--- src/rtl/serial_subtractor.sv ---
// Bit-serial LSB-first subtractor: diff = a - b with final borrow.
// One shared full-subtractor cell, one bit per clock.
module serial_subtractor #(
  parameter int W = 8
) (
  input  logic         clk,
  input  logic         rst,
  input  logic         start,
  input  logic [W-1:0] a,
  input  logic [W-1:0] b,
  output logic         busy,
  output logic         done,
  output logic [W-1:0] diff,
  output logic         borrow
);

  localparam int CW = $clog2(W + 1);
  localparam logic [CW-1:0] LAST = CW'(W - 1);

  typedef enum logic [1:0] {
    IDLE,
    RUN,
    DONE
  } state_t;

  state_t        state;
  logic [W-1:0]  sa;
  logic [W-1:0]  sb;
  logic [W-1:0]  sd;
  logic [W-1:0]  sd_nxt;
  logic [CW-1:0] cnt;
  logic          br;
  logic          br_nxt;
  logic          x;
  logic          y;
  logic          d;

  always_comb begin
    x      = sa[0];
    y      = sb[0];
    d      = x ^ y ^ br;
    br_nxt = (~x & y) | (~(x ^ y) & br);
    // New bit enters at the top so bit i settles at i after W shifts
    sd_nxt         = sd >> 1;
    sd_nxt[W-1]    = d;
  end

  always_ff @(posedge clk) begin
    if (rst) begin
      state  <= IDLE;
      sa     <= '0;
      sb     <= '0;
      sd     <= '0;
      cnt    <= '0;
      br     <= 1'b0;
      busy   <= 1'b0;
      done   <= 1'b0;
      diff   <= '0;
      borrow <= 1'b0;
    end else begin
      done <= 1'b0;
      unique case (state)
        IDLE, DONE: begin
          if (start) begin
            sa    <= a;
            sb    <= b;
            br    <= 1'b0;
            cnt   <= '0;
            busy  <= 1'b1;
            state <= RUN;
          end else begin
            busy  <= 1'b0;
            state <= IDLE;
          end
        end
        RUN: begin
          sa  <= sa >> 1;
          sb  <= sb >> 1;
          sd  <= sd_nxt;
          br  <= br_nxt;
          cnt <= cnt + CW'(1);
          if (cnt == LAST) begin
            state  <= DONE;
            busy   <= 1'b0;
            done   <= 1'b1;
            diff   <= sd_nxt;
            borrow <= br_nxt;
          end
        end
        default: begin
          busy  <= 1'b0;
          state <= IDLE;
        end
      endcase
    end
  end

endmodule

--- config.mk ---
export PLATFORM = sky130hd
export DESIGN_NAME = serial_subtractor
export DESIGN_NICKNAME = d
export VERILOG_FILES = /design/src/rtl/serial_subtractor.sv
export SDC_FILE = /design/constraint.sdc
export NUM_CORES = 1
export LEC_CHECK = 0
export ABC_AREA = 0
export ABC_CLOCK_PERIOD_IN_PS = 1200
export CORE_UTILIZATION = 45
export DETAILED_ROUTE_END_ITERATION = 8
export PLACE_DENSITY = 0.73
export REMOVE_ABC_BUFFERS = 1
export SLEW_MARGIN = 5
export SYNTH_ARGS = -nofsm -noshare
export SYNTH_HDL_FRONTEND = slang
export SYNTH_SLANG_ARGS = --single-unit
--- constraint.sdc ---
create_clock -name clk -period 1.2 [get_ports clk]
set_input_delay 0.18 -clock clk [delete_from_list [all_inputs] [get_ports clk]]
set_output_delay 0.18 -clock clk [all_outputs]
set_load 0.01 [all_outputs]
# Yosys cells after proc, flatten, opt, wreduce, memory -nomap -nowiden
# Cells that the tools add are included.
word_totals:
  regBits: 42
  in_bits: 19
  out_inout_bits: 11
  word_cells: 45
op_classes:
  addsub: 1
  eq_ne: 5
  mux: 15
  bitwise: 8
  n_reduce_logical: 6
op_table:
  columns: ["op", "n"]
  rows:
  - ["$pmux W8 S2", 2]
  - ["$mux W8", 2]
  - ["$pmux W4 S2", 1]
  - ["$mux W1", 5]
  - ["$add A4 B1 Y4 const B", 1]
  - ["$eq A4 B3 Y1 const B", 1]
  - ["$mux W4", 1]
  - ["$ne A2 B2 Y1 const B", 2]
  - ["$pmux W1 S2", 2]
  - ["$pmux W2 S2", 1]
  - ["$reduce_and A2 Y1", 2]
  - ["$reduce_or A2 Y1", 2]
  - ["$not A1 Y1", 3]
  - ["$and A1 B1 Y1", 2]
  - ["$eq A2 B1 Y1 const B", 1]
  - ["$eq A2 B2 Y1 const B", 1]
  - ["$logic_not A2 Y1", 1]
  - ["$mux W2", 1]
  - ["$reduce_bool A2 Y1", 1]
  - ["$xor A1 B1 Y1", 2]
  - ["$or A1 B1 Y1", 1]

# Depth between registers and ports, before layout
# Gate-level depths: netlist of the first run.
depth:
  depth_word: 5
  mapped_depth: 5
  depth_no_buf: 4

# Least setup slack after synthesis of the first run
# OpenSTA, ideal clock, no wires.
synth_timing:
  path_type: "register to register"
  startpoint: "reg state[0]"
  endpoint: "reg borrow"
  setup_ns: 0.121
  t_arrival_ns: 1.215
  required_ns: 1.079
  setup_slack_ns: -0.136
  path_stages_with_launch: 5
  path_buffers: 1
  period_less_slack_ns: 1.336
  path_cell_list: "dfxtp_1 and2b_1 buf_6 and4b_4 mux2_2"
synth_via:
  elab_chain_cells: 2
synth_rtl:
  columns: ["element", "line_no", "text"]
  rows:
  - ["start: declaration", "26", "state_t state;"]
  - ["start signal: assignment", "50", "state <= IDLE;"]
  - ["start signal: assignment", "70", "state <= RUN;"]
  - ["start signal: assignment", "73", "state <= IDLE;"]
  - ["$eq A2 B1 Y1", "62", "unique case (state)"]
  - ["$reduce_and A2 Y1 (no line)", null, null]
  - ["end signal: assignment", "87", "borrow <= br_nxt;"]
  - ["end: declaration", "14", "output logic borrow"]
# Every way passes these cells.
# A chain may end at the register's enable or synchronous reset.

# Worst setup path after layout of the first run
layout_timing:
  startpoint: "reg state[1]"
  endpoint: "reg borrow"
# The elaborated chain is that of the path after synthesis.

==> results of run 1 <==
critical path, delay by kind of cell (launching register included):
kind / cells / cell delay [ns]
and+or+nand+nor: 2 / 0.51
DFF: 1 / 0.32
muxes: 1 / 0.31
routing by layer:
layer | vias up | wire length, um | GRT usage, %
li1 | 707 | - | -
met1 | 677 | 1563 | 20.25
met2 | 39 | 2020 | 37.09
met3 | 5 | 157 | 3.832
met4 | 0 | 56 | 13.08
met5 | - | 0 | 0
worst max-delay path by stage:
stage | endpoint | slack, ns | depth (start not counted)
floorplan | borrow | -0.65 | 3
CTS | sb[4] | -0.03 | 5
global placement | sb[2] | -0.26 | 5
global route | diff[6] | -0.11 | 4
finish | borrow | -0.05 | 3
detailed placement | sa[2] | -0.34 | 5
sequential cells by signal, indices dropped and copies added (netlist names):
signal  count
diff        8
sa          8
sb          8
sd          7
cnt         4
state       2
borrow      1
br          1
done        1
layout by cell type, fill, tap and decap left out:
cell,Yosys,routed
clkbuf_16,0,1
nand3_1,19,19
mux2i_1,8,8
a211oi_2,0,1
dfxtp_1,40,36
a22oi_1,14,1
ha_4,0,1
nor3b_1,1,1
clkbuf_1,5,2
and2b_2,0,1
clkbuf_4,0,1
nor2b_1,2,1
nand2b_1,20,20
dfxtp_2,0,4
nor2b_4,0,1
clkbuf_2,0,1
inv_1,2,2
and4b_4,1,1
clkbuf_8,0,6
buf_4,0,9
nand2_1,17,17
a22oi_2,0,13
mux2_2,2,1
clkdlybuf4s50_1,0,18
nand4_1,1,1
mux2_4,1,2
nand3b_1,1,1
dlygate4sd2_1,0,10
fa_1,1,1
nor2_1,3,3
and2b_1,3,2
buf_6,2,4
a21oi_1,28,25
a21oi_2,0,3
buf_8,0,1
buf_12,0,4
final cells by class:
cell class / count / area, um2 / area share, %
sequential: 40 / 805.8 / 34.31
multi-input combinational: 124 / 874.6 / 37.24
timing repair buffer: 49 / 513.0 / 21.84
inverter: 2 / 7.507 / 0.3197
tap: 46 / 57.56 / 2.451
clock buffer: 8 / 90.09 / 3.836
power by group through the flow:
stage                     clock (mW)  combinational (mW)  sequential (mW)
final                          0.900               0.422             1.41
after CTS                      0.920               0.361             1.40
after detailed placement           0               0.349             1.43
after global placement             0               0.335             1.43
after global routing           0.998               0.454             1.42
after floorplan                    0               0.146             1.43
cell usage after synthesis (all sizes together) (3+ instances only):
cell type	n	area, um2
nand2b	20	125.1
dfxtp	40	800.8
mux2	3	37.53
clkbuf	5	18.77
nand3	19	95.09
a22oi	14	105.1
a21oi	28	140.1
buf	11	67.56
nor2	3	11.26
mux2i	8	80.08
nand2	17	63.81
and2b	3	22.52
logic make-up after synthesis:
family	share of synthesized area (%)
and+or+nand+nor	21.97
muxes	7.073
buffers and inverters	5.643
AOI/OAI and AO/OA	15.20
DFF	48.16
adders and majority gates	1.956
metrics by stage:
step	cells	setup TNS (ns)
5_1_grt	269	-1.330
3_3_place_gp	258	-4.895
6_report	269	-0.2625
4_1_cts	267	-0.3047
3_5_place_dp	258	-6.047
2_1_floorplan	166	-8.498
timing repair:
action	CTS	global route
hold buffers	0	0
endpoints found under the setup margin	36	28
cloned	0	2
gates resized for setup	21	26
pin swaps	4	27
buffers inserted	1	0
==> reports/metrics.cfg, run 1 <==
[setup_path]
r2r-start = state[1]
r2r_slack_ns = -0.05
rr_endpoint = borrow
critical_path.startpoint_type = flop
critPathMaxFanout = 3
worst_path_max_delay_cell = dfxtp_2
slowest_delay_ns = 0.32
worstRegToRegCells = 3
crit_chain = and2b_2 -> and4b_4 -> mux2_4
worstSetupStartpoint = state[1]
crit_type = flop to flop
crit_arrival_ns = 1.44
endpoint_kind = flop
crit_required_ns = 1.38

[routing]
vias_per_cell = 5.309
drc = 0
detail_route.wl_per_cell_um = 14.12
ant_nets = 0
wl_um = 3797
drtIter0Drc = 64
via_count = 1428
dr.pass1.iters = 4

[placed_design]
placed_cell_area_um2 = 2102
place_ws_ns = -0.3363
place.port_buffers = 29
dp_hpwl_um = 2395
gp_congestion = 0.6954

[sta]
fin_ws_ns = -0.05245
fin_crit_ns = 1.252
worst_pin_slew_ns = 0.2008
max_freq_mhz = 798.4
finalSetupViolations = 15
final_hold_viol_count = 0
fin_skew_ns = 0.002871
fin_crit_sh_pct = 104.4
slew-limit-headroom_pct = 86.61
slew_violations = 0
rsz0062_at_grt = true
fin_hold_ws_ns = 0.4388

[power]
p_int_mw = 2.069
seqPwrFrac_pct = 51.6
leakage_nw = 0.8689
power.net_switching_mw = 0.6634
p_sw_share_pct = 24.28
totalPowerFinal_mw = 2.732
combPwrFrac_pct = 15.4
ir_drop_mv = 0.6637
p_clk_share_pct = 32.9
p_per_area_nw_per_um2 = 1163

[clock_tree]
cts_tree = yes
clk_path_buf_depth = 2
cts-htree-levels = 2
cts_sinks = 40
cts_made_buffers = 5
root_buffer = clkbuf_8
path_clk_slew_ns = 0.07
clock_latency_ns = 0.29

[worst_hold_path]
hold_path_end = sb[7]
min_path_cells = 3
min-delay-start = b[7]
hold_class = input port to flop

[synth]
synthCells = 182
synth_edf_count = 0
yosys_warnings = 0
ys_seq_elements = 40
synth.cell_area_um2 = 1663
syn_avg_cell_area_um2 = 9.137
yosysSeqAreaShare_pct = 48.16
synth-main-ff-cell = dfxtp_1
ys_types = 23
async_reset_ff_share_pct = 0

[die]
fp.dieH_um = 62.79
die_x_um = 62.79
die_area_um2 = 3943
initial_core_util_pct = 48.31
pin_count = 30
fp-row-count = 21
core_area_um2 = 3442

[outcome]
status = finished, violations left
violations = setup timing

[global_route]
grt_use_total_pct = 20.05
grt_max_degree = 27
overflow = 0
antenna_found_initial = 0
grt_pass1_wl_um = 5996
grt_pass1_vias = 1382

[final_layout]
fin_area_um2 = 2349
layout.nets = 243
n_fill_cell = 284
final_layout_size_suffix_gt1_share_pct = 24.66
antennaDiodeCount = 0
area_delta_synth_final_pct = 41.23
utilization_pct = 68.23

[flow_run]
max-cap-violations = 0

Power figures use the tool's default switching activity.
==> run 2: changes to the inputs <==
==> constraint.sdc (replaced) <==
create_clock -name clk -period 1.2 [get_ports clk]
set_input_delay 0.24 -clock clk [delete_from_list [all_inputs] [get_ports clk]]
set_output_delay 0.24 -clock clk [all_outputs]
set_load 0.01 [all_outputs]
==> run 2 against run 1 <==
Against the previous run:
- the run still ends with setup timing left
- global-route usage decreased by 1.8 points
- largest cell class unchanged
- die area is the same
- setup slack improved by 0.0027 ns
- clock skew grew 0.0033 ns
- cell area down 4.4%
- clock power decreased by 11%
==> reports/metrics.cfg, run 2 (synthesized netlist as in run 1, its figures left out) <==
[outcome]
status = finished, violations left
violations = setup timing

[setup_path]
worstRegToRegCells = 3  ; unchanged
crit_arrival_ns = 1.43  ; about the same
endpoint_kind = flop
crit_required_ns = 1.38  ; about the same
worstSetupStartpoint = state[1]
r2r-start = state[1]
critical_path.startpoint_type = flop
rr_endpoint = borrow
crit_type = flop to flop
r2r_slack_ns = -0.05  ; about the same
critPathMaxFanout = 3  ; unchanged

[routing]
vias_per_cell = 5.354  ; +0.85%
drc = 0  ; unchanged
via_count = 1408  ; -1.4%
wl_um = 3376  ; -11%
ant_nets = 0  ; unchanged
drtIter0Drc = 47  ; -27%
detail_route.wl_per_cell_um = 12.84  ; -9.1%
dr.pass1.iters = 4  ; unchanged

[sta]
fin_skew_ns = 0.006150  ; +0.003279 ns
max_freq_mhz = 800.1  ; +0.21%
fin_ws_ns = -0.04979  ; +0.002657 ns
finalSetupViolations = 21  ; +6
final_hold_viol_count = 0  ; unchanged
worst_pin_slew_ns = 0.2673  ; +0.06651 ns
slew-limit-headroom_pct = 82.18  ; -4.4 points
fin_crit_ns = 1.250  ; -0.002657 ns
slew_violations = 0  ; unchanged
rsz0062_at_grt = true
fin_hold_ws_ns = 0.4529  ; +0.01410 ns
fin_tns_setup_ns = -0.4943  ; -0.2317 ns
fin_crit_sh_pct = 104.1  ; -0.22 points

[power]
leakage_nw = 0.8312  ; -4.3%
p_per_area_nw_per_um2 = 1147  ; -1.4%
ir_drop_mv = 0.7922  ; +19%

[worst_hold_path]
hold_path_end = sd[1]
min_path_cells = 2  ; -1
min-delay-start = sd[1]
hold_class = flop to flop

[final_layout]
multi_input_area_um2 = 839.6  ; -4.0%
mostFrequentLayoutCell = dfxtp_1
largest_registers = diff (8), sa (8), sb (8)
seqCellArea_um2 = 805.8  ; unchanged
antennaDiodeCount = 0  ; unchanged
final_layout_size_suffix_gt1_share_pct = 19.82  ; -4.8 points
layout.nets = 240  ; -1.2%
n_fill_cell = 300  ; +5.6%
mostFrequentLayoutCells = 38 x dfxtp_1, 26 x a21oi_1, 20 x nand2b_1
fin_area_um2 = 2245  ; -4.4%
area_delta_synth_final_pct = 34.99

[clock_tree]
cts-htree-levels = 2  ; unchanged
clk_path_buf_depth = 2  ; unchanged
cts_made_buffers = 5  ; unchanged
ctsHoldBuffers = 0  ; unchanged
root_buffer = clkbuf_8
path_clk_slew_ns = 0.07  ; about the same
cts_sinks = 40  ; unchanged
cts_tree = yes
clock_latency_ns = 0.29  ; about the same

[die]
fp-row-count = 21  ; unchanged
pin_count = 30  ; unchanged
initial_core_util_pct = 48.31  ; unchanged
die_area_um2 = 3943  ; unchanged
die_x_um = 62.79  ; unchanged
fp.dieH_um = 62.79  ; unchanged
core_area_um2 = 3442  ; unchanged

[flow_run]
max-cap-violations = 0  ; unchanged

[global_route]
antenna_found_initial = 0  ; unchanged
grt_use_total_pct = 18.29  ; -1.8 points
grt_pass1_wl_um = 5520  ; -7.9%
grt_max_degree = 27  ; unchanged
grt_pass1_vias = 1329  ; -3.8%
overflow = 0  ; unchanged

[placed_design]
placed_cell_area_um2 = 2095  ; -0.36%
gp_congestion = 0.7022  ; +0.98%
dp_hpwl_um = 2367  ; -1.1%
place.port_buffers = 29  ; unchanged

## run 2: cell count changes in the layout (fill, tap and decap cells not counted), sizes merged
| cell | before | now |
|---|---|---|
| clkbuf | 11 | 5 |
| buf | 18 | 17 |
| dlygate4sd2 | 10 | 11 |
## run 2: routing by layer
layer	vias up	track usage (%)	share of wire, %
li1	697	-	-
met1	662	18.51	43
met2	42	33.42	50
met3	7	4.927	4.5
met4	0	10.47	2.2
met5	-	0	0
## run 2: metrics by stage
| step | utilization, % | power [mW] | worst slack, ns | instances |
|---|---|---|---|---|
| 3_3_place_gp | 60.85 | 1.760 | -0.3120 | 257 |
| 5_1_grt | 65.21 | 2.683 | -0.1031 | 263 |
| 3_5_place_dp | 60.85 | 1.774 | -0.3754 | 257 |
| 4_1_cts | 64.16 | 2.575 | -0.04586 | 263 |
| 2_1_floorplan | - | 1.573 | -0.6547 | 166 |
| 6_report | 65.21 | 2.576 | -0.04979 | 263 |
## run 2: worst max-delay path by stage
| stage | cells after the start | endpoint |
|---|---|---|
| 2_1_floorplan | 3 | borrow |
| 3_3_place_gp | 5 | sb[2] |
| 3_5_place_dp | 5 | sb[5] |
| 4_1_cts | 3 | borrow |
| 5_1_grt | 4 | diff[3] |
| 6_report | 3 | borrow |
## run 2: critical path: stages (launching register included)
cell	delay (ns)
dfxtp_2	0.32
and2b_1	0.23
and4b_4	0.29
mux2_4	0.31
## run 2: where the power goes
| group | leakage [nW] | internal [mW] | total, mW | switching [mW] |
|---|---|---|---|---|
| Sequential | 0.326 | 1.37 | 1.41 | 0.0309 |
| Clock | 0.0359 | 0.374 | 0.798 | 0.423 |
| Combinational | 0.469 | 0.194 | 0.372 | 0.178 |
| Total | 0.831 | 1.94 | 2.58 | 0.633 |
## run 2: final cells by class
| cell class | count | share of cell area (%) |
|---|---|---|
| Inverter | 2 | 0.3344 |
| Timing Repair Buffer | 46 | 20.74 |
| Tap cell | 46 | 2.564 |
| Clock buffer | 5 | 3.066 |
| Multi-Input combinational cell | 124 | 37.40 |
| Sequential cell | 40 | 35.90 |
## run 2: timing repair
action | CTS | global route
gates resized for setup | 24 | 9
setup buffers | 1 | 0
gates cloned | 0 | 0
setup endpoints to repair | 37 | 30
pin swaps | 2 | 5
hold endpoints to repair | 0 | 0
==> run 3: changes to the inputs <==
--- a/config.mk
+++ b/config.mk
@@ -6,10 +6,10 @@
 export NUM_CORES = 1
 export LEC_CHECK = 0
 export ABC_AREA = 0
-export ABC_CLOCK_PERIOD_IN_PS = 1200
+export ABC_CLOCK_PERIOD_IN_PS = 1300
 export CORE_UTILIZATION = 45
 export DETAILED_ROUTE_END_ITERATION = 8
-export PLACE_DENSITY = 0.73
+export PLACE_DENSITY = 0.7
 export REMOVE_ABC_BUFFERS = 1
 export SLEW_MARGIN = 5
 export SYNTH_ARGS = -nofsm -noshare
==> constraint.sdc (replaced) <==
create_clock -name clk -period 1.3 [get_ports clk]
set_input_delay 0.26 -clock clk [delete_from_list [all_inputs] [get_ports clk]]
set_output_delay 0.26 -clock clk [all_outputs]
set_load 0.01 [all_outputs]
==> run 3 against run 2 <==
Against the previous run:
- the flow now finishes without violations
- clock power up 4.0%
- hold slack better by 0.0053 ns
- power down 5.6%
- sequential cell count unchanged
- setup slack better by 0.12 ns
- largest cell class is now sequential cells
- cell count up 1.1%
- cell area down 3.0%
==> reports/metrics.cfg, run 3 (synthesized netlist as in run 1, its figures left out) <==
[final_layout]
area_delta_synth_final_pct = 31.00
final_layout_size_suffix_gt1_share_pct = 15.45  ; -4.4 points
seqCellArea_um2 = 807.0  ; +0.16%
antennaDiodeCount = 0  ; unchanged
n_fill_cell = 312  ; +4.0%
mostFrequentLayoutCells = 37 x dfxtp_1, 28 x a21oi_1, 20 x nand2b_1
multi_input_area_um2 = 777.0  ; -7.5%
mostFrequentLayoutCell = dfxtp_1
largest_registers = diff (8), sa (8), sb (8)
layout.nets = 240  ; unchanged

[clock_tree]
clk_path_buf_depth = 2  ; unchanged
clock_latency_ns = 0.29  ; about the same
path_clk_slew_ns = 0.07  ; about the same
ctsHoldBuffers = 0  ; unchanged
cts_tree = yes
cts-htree-levels = 2  ; unchanged
cts_made_buffers = 5  ; unchanged
root_buffer = clkbuf_8
cts_sinks = 40  ; unchanged

[routing]
ant_nets = 0  ; unchanged
detail_route.wl_per_cell_um = 12.42  ; -3.2%
dr.pass1.iters = 4  ; unchanged
drtIter0Drc = 86  ; +83%
wl_um = 3305  ; -2.1%
vias_per_cell = 5.195  ; -3.0%
drc = 0  ; unchanged
via_count = 1382  ; -1.8%

[setup_path]
r2r-start = state[0]
crit_arrival_ns = 1.41  ; -0.02 ns
worstRegToRegCells = 4  ; +1
worst_path_max_delay_cell = dfxtp_4
crit_required_ns = 1.48  ; +0.10 ns
critical_path.startpoint_type = flop
crit_chain = and2b_1 -> buf_4 -> nand4_1 -> mux2_2
critPathMaxFanout = 5  ; +2
endpoint_kind = flop
slowest_delay_ns = 0.36  ; +0.04 ns
crit_type = flop to flop
worstSetupStartpoint = state[0]

[die]
initial_core_util_pct = 48.31  ; unchanged
core_area_um2 = 3442  ; unchanged
fp.dieH_um = 62.79  ; unchanged
die_x_um = 62.79  ; unchanged
pin_count = 30  ; unchanged
fp-row-count = 21  ; unchanged
die_area_um2 = 3943  ; unchanged

[power]
ir_drop_mv = 0.7234  ; -8.7%
p_per_area_nw_per_um2 = 1116  ; -2.7%
leakage_nw = 0.8321  ; +0.11%

[global_route]
antenna_found_initial = 0  ; unchanged
overflow = 0  ; unchanged
grt_pass1_vias = 1284  ; -3.4%
grt_use_total_pct = 17.83  ; -0.46 points
grt_pass1_wl_um = 5520  ; unchanged
grt_max_degree = 27  ; unchanged

[sta]
rsz0062_at_grt = false
final_hold_viol_count = 0  ; unchanged
fin_ws_ns = 0.06930  ; +0.1191 ns
fin_crit_ns = 1.231  ; -0.01909 ns
fin_tns_setup_ns = 0  ; +0.4943 ns
slew_violations = 0  ; unchanged
max_freq_mhz = 812.5  ; +1.6%
fin_hold_ws_ns = 0.4582  ; +0.005296 ns
fin_crit_sh_pct = 94.67  ; -9.5 points
slew-limit-headroom_pct = 81.97  ; -0.21 points
worst_pin_slew_ns = 0.2704  ; +0.003153 ns
finalSetupViolations = 0  ; -100%
fin_skew_ns = 0.003505  ; -0.002645 ns

[placed_design]
place.port_buffers = 29  ; unchanged
place_ws_ns = -0.3105  ; +0.06490 ns
gp_congestion = 0.7135  ; +1.6%
dp_hpwl_um = 2306  ; -2.6%

[flow_run]
max-cap-violations = 0  ; unchanged

[worst_hold_path]
min-delay-start = sd[1]
hold_class = flop to flop
min_path_cells = 2  ; unchanged

[outcome]
status = complete, no violations

## run 3: final cells by class
cell class	count	area share [%]
Clock buffer	6	3.791
Clock inverter	2	0.4595
Inverter	2	0.3446
Multi-Input combinational cell	124	35.67
Sequential cell	40	37.05
Tap cell	46	2.642
Timing Repair Buffer	46	20.05
## run 3: routing by layer
| layer | track usage [%] | vias to the layer above | part of all wire, % |
|---|---|---|---|
| li1 | - | 700 | - |
| met1 | 20.14 | 636 | 44 |
| met2 | 32.34 | 39 | 50 |
| met3 | 3.285 | 7 | 4.6 |
| met4 | 7.849 | 0 | 1.6 |
| met5 | 0 | - | 0 |
## run 3: report_power, final
part	total [mW]	switching, mW	internal, mW
logic	0.307	0.147	0.160
clock network	0.830	0.407	0.423
registers	1.30	0.0258	1.27
total	2.43	0.580	1.85
## run 3: critical path, delay by kind of cell (launching register included)
family        cells  cell delay [ns]
flops             1             0.36
mux               1             0.33
simple gates      2             0.28
buf+inv           1             0.15
## run 3: path summary, 6_finish.rpt
kind	to	slack [ns]
max reg2reg	cnt[3]	0.07
max	cnt[3]	0.07
min reg2reg	sd[1]	0.46
min	sd[1]	0.46
## run 3: timing repair
item,CTS,global route
buffers inserted,0,2
pin swaps,0,1
gates cloned,0,0
endpoints found under the setup margin,17,11
gates resized for setup,13,7
## run 3: per-stage QoR
| step | cells | total power [mW] | cell area (um2) | util (%) |
|---|---|---|---|---|
| 2_1_floorplan | 166 | 1.452 | 1577 | - |
| 3_3_place_gp | 256 | 1.609 | 2062 | 59.91 |
| 6_report | 266 | 2.432 | 2178 | 63.29 |
| 5_1_grt | 266 | 2.549 | 2178 | 63.29 |
| 4_1_cts | 264 | 2.452 | 2145 | 62.30 |
| 3_5_place_dp | 256 | 1.621 | 2062 | 59.91 |
